[src/rtl/up_cu_gen2.sv]
// Second-generation accumulator CPU control unit: FETCH/DECODE/EXECUTE sequencing,
// MemReq/MemRdy handshake with wait timeout, call-depth tracking and a sticky fault.
// Optional single-step mode: define UP_CU_SINGLE_STEP_EN to add the Step port.
module up_cu_gen2 #(
   parameter int unsigned OPW     = 4,
   parameter int unsigned SDEPTH  = 4,
   parameter int unsigned WAITMAX = 15
) (
   input  logic                             CLOCK,
   input  logic                             RESET_N,
   input  logic [OPW-1:0]                   IR,
   input  logic                             Aeq0,
   input  logic                             Apos,
   input  logic                             Cout,
   input  logic                             Enter,
   input  logic                             MemRdy,
`ifdef UP_CU_SINGLE_STEP_EN
   input  logic                             Step,
`endif
   output logic                             IRload,
   output logic                             PCload,
   output logic                             JMPmux,
   output logic                             Meminst,
   output logic                             MemWr,
   output logic                             MemReq,
   output logic                             Aload,
   output logic                             Halt,
   output logic [1:0]                       Asel,
   output logic [1:0]                       AluOp,
   output logic                             SPpush,
   output logic                             SPpop,
   output logic                             RetSel,
   output logic [$clog2(SDEPTH+1)-1:0]      Depth,
   output logic                             Fault
);

   localparam int unsigned DW = $clog2(SDEPTH + 1);
   localparam int unsigned WW = (WAITMAX < 1) ? 1 : $clog2(WAITMAX + 1);

   localparam logic [OPW-1:0] OP_LOAD  = OPW'(0);
   localparam logic [OPW-1:0] OP_STORE = OPW'(1);
   localparam logic [OPW-1:0] OP_ADD   = OPW'(2);
   localparam logic [OPW-1:0] OP_SUB   = OPW'(3);
   localparam logic [OPW-1:0] OP_INPUT = OPW'(4);
   localparam logic [OPW-1:0] OP_JZ    = OPW'(5);
   localparam logic [OPW-1:0] OP_JPOS  = OPW'(6);
   localparam logic [OPW-1:0] OP_HALT  = OPW'(7);
   localparam logic [OPW-1:0] OP_AND   = OPW'(8);
   localparam logic [OPW-1:0] OP_JC    = OPW'(9);
   localparam logic [OPW-1:0] OP_CALL  = OPW'(10);
   localparam logic [OPW-1:0] OP_RET   = OPW'(11);
   localparam logic [OPW-1:0] OP_NOP   = OPW'(12);

   typedef enum logic [3:0] {
      S_START, S_FETCH, S_DECODE, S_MEMOP, S_INPUT,
      S_JUMP, S_CALL, S_RET, S_NOP, S_HALT
   } state_t;

   state_t          state_q, state_d;
   logic [WW-1:0]   wcnt_q, wcnt_d;
   logic [DW-1:0]   depth_q, depth_d;
   logic            fault_q, fault_d;
   logic            wait_to_c;
   logic            acc_op_c;

   assign wait_to_c = (wcnt_q == WW'(WAITMAX));
   assign acc_op_c  = (IR == OP_LOAD) || (IR == OP_ADD) || (IR == OP_SUB) || (IR == OP_AND);

   // State register and control-unit status flops
   always_ff @(posedge CLOCK or negedge RESET_N) begin
      if (!RESET_N) begin
         state_q <= S_START;
         wcnt_q  <= '0;
         depth_q <= '0;
         fault_q <= 1'b0;
      end else begin
         state_q <= state_d;
         wcnt_q  <= wcnt_d;
         depth_q <= depth_d;
         fault_q <= fault_d;
      end
   end

   // Next state and datapath strobes; wcnt clears whenever a wait ends or the state is left
   always_comb begin
      state_d = state_q;
      wcnt_d  = '0;
      depth_d = depth_q;
      fault_d = fault_q;
      IRload  = 1'b0;
      PCload  = 1'b0;
      JMPmux  = 1'b0;
      Meminst = 1'b0;
      MemWr   = 1'b0;
      MemReq  = 1'b0;
      Aload   = 1'b0;
      Halt    = 1'b0;
      Asel    = 2'b00;
      AluOp   = 2'b00;
      SPpush  = 1'b0;
      SPpop   = 1'b0;
      RetSel  = 1'b0;
      case (state_q)
         S_START: begin
`ifdef UP_CU_SINGLE_STEP_EN
            if (Step) state_d = S_FETCH;
`else
            state_d = S_FETCH;
`endif
         end
         S_FETCH: begin
            MemReq = 1'b1;
            if (MemRdy) begin
               IRload  = 1'b1;
               PCload  = 1'b1;
               state_d = S_DECODE;
            end else if (wait_to_c) begin
               fault_d = 1'b1;
               state_d = S_HALT;
            end else begin
               wcnt_d = wcnt_q + WW'(1);
            end
         end
         S_DECODE: begin
            Meminst = 1'b1;
            case (IR)
               OP_LOAD, OP_STORE, OP_ADD, OP_SUB, OP_AND: state_d = S_MEMOP;
               OP_INPUT:                                  state_d = S_INPUT;
               OP_JZ, OP_JPOS, OP_JC:                     state_d = S_JUMP;
               OP_CALL:                                   state_d = S_CALL;
               OP_RET:                                    state_d = S_RET;
               OP_NOP:                                    state_d = S_NOP;
               OP_HALT:                                   state_d = S_HALT;
               default: begin
                  fault_d = 1'b1;
                  state_d = S_HALT;
               end
            endcase
         end
         S_MEMOP: begin
            MemReq  = 1'b1;
            Meminst = 1'b1;
            MemWr   = (IR == OP_STORE);
            if (IR == OP_LOAD) begin
               Asel  = 2'b10;
               AluOp = 2'b11;
            end else if (IR == OP_SUB) begin
               AluOp = 2'b01;
            end else if (IR == OP_AND) begin
               AluOp = 2'b10;
            end
            if (MemRdy) begin
               Aload   = acc_op_c;
               state_d = S_START;
            end else if (wait_to_c) begin
               fault_d = 1'b1;
               state_d = S_HALT;
            end else begin
               wcnt_d = wcnt_q + WW'(1);
            end
         end
         S_INPUT: begin
            Asel = 2'b01;
            if (Enter) begin
               Aload   = 1'b1;
               state_d = S_START;
            end
         end
         S_JUMP: begin
            JMPmux = 1'b1;
            if (IR == OP_JZ)        PCload = Aeq0;
            else if (IR == OP_JPOS) PCload = Apos;
            else if (IR == OP_JC)   PCload = Cout;
            state_d = S_START;
         end
         S_CALL: begin
            if (depth_q == DW'(SDEPTH)) begin
               fault_d = 1'b1;
               state_d = S_HALT;
            end else begin
               SPpush  = 1'b1;
               PCload  = 1'b1;
               JMPmux  = 1'b1;
               depth_d = depth_q + DW'(1);
               state_d = S_START;
            end
         end
         S_RET: begin
            if (depth_q == '0) begin
               fault_d = 1'b1;
               state_d = S_HALT;
            end else begin
               SPpop   = 1'b1;
               PCload  = 1'b1;
               RetSel  = 1'b1;
               depth_d = depth_q - DW'(1);
               state_d = S_START;
            end
         end
         S_NOP:   state_d = S_START;
         S_HALT:  Halt = 1'b1;
         default: state_d = S_START;
      endcase
   end

   assign Depth = depth_q;
   assign Fault = fault_q;

endmodule

[config.mk]
export PLATFORM = sky130hd
export DESIGN_NAME = up_cu_gen2
export DESIGN_NICKNAME = d
export VERILOG_FILES = /design/src/rtl/up_cu_gen2.sv
export SDC_FILE = /design/constraint.sdc
export NUM_CORES = 1
export LEC_CHECK = 0
export ABC_AREA = 0
export CAP_MARGIN = 10
export CELL_PAD_IN_SITES_DETAIL_PLACEMENT = 0
export CELL_PAD_IN_SITES_GLOBAL_PLACEMENT = 2
export CORE_MARGIN = 1.5
export CORE_UTILIZATION = 23
export CTS_BUF_LIST = sky130_fd_sc_hd__clkbuf_16
export DETAILED_ROUTE_END_ITERATION = 16
export PLACE_DENSITY = 0.76
export SLEW_MARGIN = 40
export SYNTH_ARGS = -nofsm -noshare
export SYNTH_HDL_FRONTEND = slang
export SYNTH_SLANG_ARGS = --single-unit
export TNS_END_PERCENT = 5
[constraint.sdc]
create_clock -name CLOCK -period 1.8 [get_ports CLOCK]
set_input_delay 0.27 -clock CLOCK [delete_from_list [all_inputs] [get_ports CLOCK]]
set_output_delay 0.27 -clock CLOCK [all_outputs]
set_load 0.02 [all_outputs]
==> results.cfg <==
[timing]
rsz0062_at_grt = yes
finalClockSkew_ps = 0.8329
holdWs_ps = 383.3
finalHoldViolCount = 0
layout_setup_ws_ps = -42.78
finalSetupViolCount = 2
finalCritPeriodShare_pct = 102.4
period_minus_slack_ps = 1843
max_slew_margin_pct = 65.22
timing.fmax_mhz = 542.7
worst_pin_slew_ps = 520.1
slew_viol_final = 0

[die]
die_y_um = 65.93
rows = 22
initial_core_util_pct = 24.33
die-area_mm2 = 0.004347
die_w_um = 65.93
io_pins = 30
core-area_mm2 = 0.003744

[power]
max-vdd-ir-drop_v = 0.0007800
p_total_w = 0.001915
p_clk_share_pct = 20.2
p_sw_share_pct = 36.34
p_sw_w = 0.0006959
combPwrFrac_pct = 58.2
p_leak_nw = 0.7840
seqPwrFrac_pct = 21.7
p_per_area_mw_per_mm2 = 1170
p_int_w = 0.001219

[setup_path]
reg2reg_to = Depth[2]$_DFFE_PN0P_
crit_path_end_kind = flip-flop
cp.arrival_ps = 2000
cp_max_fo = 4
cpMaxStageDelayCell = dfrtp_1
crit_path_start = state_q[3]$_DFFE_PN0P_
criticalPathCategory = flip-flop to flip-flop
reg2reg_depth = 7
critPathBufInv = 2
max_stage_delay_ps = 410
crit_chain = buf_6 > and3b_2 > nand2_2 > fa_2 > buf_4 > a31o_2 > a21oi_2
worstSetupStartpointType = flip-flop
critPathRequiredTime_ps = 1960
rrSetupSlack_ps = -40
critPathTopFamily = flip-flops
r2r-start = state_q[3]$_DFFE_PN0P_

[detailed_routing]
firstDrtPassIters = 2
routedWlPerCell_um = 12.28
ant_nets = 0
viasPerCell = 4.560
drcViolationCount = 0
wirelength_um = 2764
vias = 1026
drt_iter0_drc = 12

[cts]
tritoncts = done
root_buffer = clkbuf_16
cts_hold_buf = 0
clk_latency_ps = 230
clkSlewWorstSetupHoldPaths_ps = 40
clock-sinks = 12
cts_inserted_buffers = 3
cts_buffer_depth = 2
cts.htree.levels = 1

[yosys]
synth.avg_cell_area_um2 = 8.133
yosys_most_used_dff = dfrtp_1
synth_edf_count = 0
synthesis.nets = 125
synth_seq_cells = 12
yosysUniqueCellTypes = 39
syn_area_um2 = 910.9
synth_seq_area_share_pct = 32.97
synthArstFlopShare_pct = 100.0
ys.warnings.count = 0
netlist_instances = 112

[global_route]
antenna_found_initial = 0
grt_max_degree = 13
grt_use_total_pct = 13.61
grt_pass1_vias = 1043
grt_pass1_wl_um = 4609
grt_overflow = 0

[cells_and_area]
syn2layout_area_growth_pct = 79.67
nNetsFinal = 192
drive_above_1_share_pct = 45.20
antenna_cells = 0
stdcell_area_mm2 = 0.001637
fillerInstances = 401
stdcell_count = 225

[outcome]
violations = negative setup slack
status = finished, violations left

[placement]
portBuffers = 29
placed_area_mm2 = 0.001511
dp.cells = 220
place.gp.congestion = 0.7978
dp_hpwl_um = 2302

[min_path]
hp-class = input port to asynchronous set/reset pin

[flow_run]
max-cap-violations = 0
worst reg2reg max path, stage by stage, from the launching register on:
cell	delay (ps)
dfrtp_1	410
buf_6	140
and3b_2	250
nand2_2	70
fa_2	390
buf_4	150
a31o_2	230
a21oi_2	120
power by group through the flow:
stage	Sequential, W	Clock, W	Combinational (W)
after floorplan	0.000416	0	0.000506
final	0.000415	0.000386	0.00111
after detailed placement	0.000408	0	0.00107
after global routing	0.000425	0.000416	0.00122
after CTS	0.000410	0.000397	0.00106
after global placement	0.000406	0	0.00106
metrics by stage:
stage                     setup WS [ps]  TNS [ps]  utilization, %
final                            -42.78    -70.67           43.72
after global placement           -639.2     -4086           40.37
after detailed placement         -705.7     -4330           40.37
after global routing             -124.2    -360.3           43.72
after floorplan                  -87.54    -313.6               -
after CTS                        -252.5    -418.2           41.84
Yosys cell counts (2+ instances only):
library cell / count / area (um2)
nor4b_1: 2 / 17.52
o21ai_0: 3 / 15.01
nand2b_1: 7 / 43.79
a21oi_1: 7 / 35.03
buf_4: 2 / 15.01
nand3_1: 6 / 30.03
buf_2: 5 / 25.02
a31oi_1: 3 / 18.77
nand2_1: 12 / 45.04
and2_1: 3 / 18.77
nor3_1: 3 / 15.01
dfrtp_1: 12 / 300.3
or2_2: 2 / 12.51
xnor2_1: 3 / 26.28
a211oi_1: 2 / 15.01
inv_1: 5 / 18.77
nor2b_1: 4 / 25.02
nor2_1: 10 / 37.54
placed cells by master (no fill, tap or decap), types with 3 or more instances in the layout:
master           Yosys  final
clkbuf_2             0      3
clkbuf_16            0      3
nand3_1              6      5
buf_2                5      5
dlymetal6s2s_1       0      4
nand2b_1             7      6
inv_1                5      5
buf_4                2     43
dfrtp_1             12     11
buf_6                0      4
nor2_1              10      9
clkdlybuf4s50_1      0      8
xnor2_1              3      3
nand2_1             12     11
a21oi_1              7      5
a31oi_1              3      3
worst max path at each step:
| stage | cells after the start | end |
|---|---|---|
| final | 7 | Depth[2]$_DFFE_PN0P_ |
| after global routing | 8 | Depth[2]$_DFFE_PN0P_ |
| after CTS | 6 | PCload |
| after detailed placement | 6 | PCload |
| after global placement | 6 | PCload |
| after floorplan | 5 | Aload |
registers in the layout, indices dropped and copies added (netlist names):
name,count
Fault,1
Depth,3
state_q,4
wcnt_q,4
per-layer routing:
metal / vias up / share of wire (%) / wire, um / global-route usage (%)
li1: 532 / - / - / -
met1: 479 / 47 / 1286 / 17.24
met2: 13 / 50 / 1390 / 23.86
met3: 2 / 2.8 / 77 / 3.066
met4: 0 / 0.36 / 10 / 2.296
met5: - / 0 / 0 / 0
cell type report:
cell class / instances / area, um2 / share of cell area, %
well taps: 48 / 60.06 / 3.670
multi-input cells: 88 / 624.3 / 38.15
flip-flops and latches: 12 / 301.5 / 18.43
repair buffers: 69 / 556.8 / 34.02
inverters: 5 / 18.77 / 1.147
clock buffers: 3 / 75.07 / 4.587
logic make-up after synthesis:
group / count (synthesis) / share of synthesized area (%)
compound gates: 27 / 20.33
xor+xnor: 4 / 3.847
fa+ha+maj: 2 / 3.571
buf+inv: 12 / 6.455
flops: 12 / 32.97
mux: 1 / 1.099
simple gates: 54 / 31.73
repair_timing:
item,in CTS,in global routing
setup endpoints to repair,16,12
pin swaps,0,7
gates resized for setup,57,35
endpoints found under the hold margin,0,0
buffers inserted,0,2
Power figures use the tool's default switching activity.
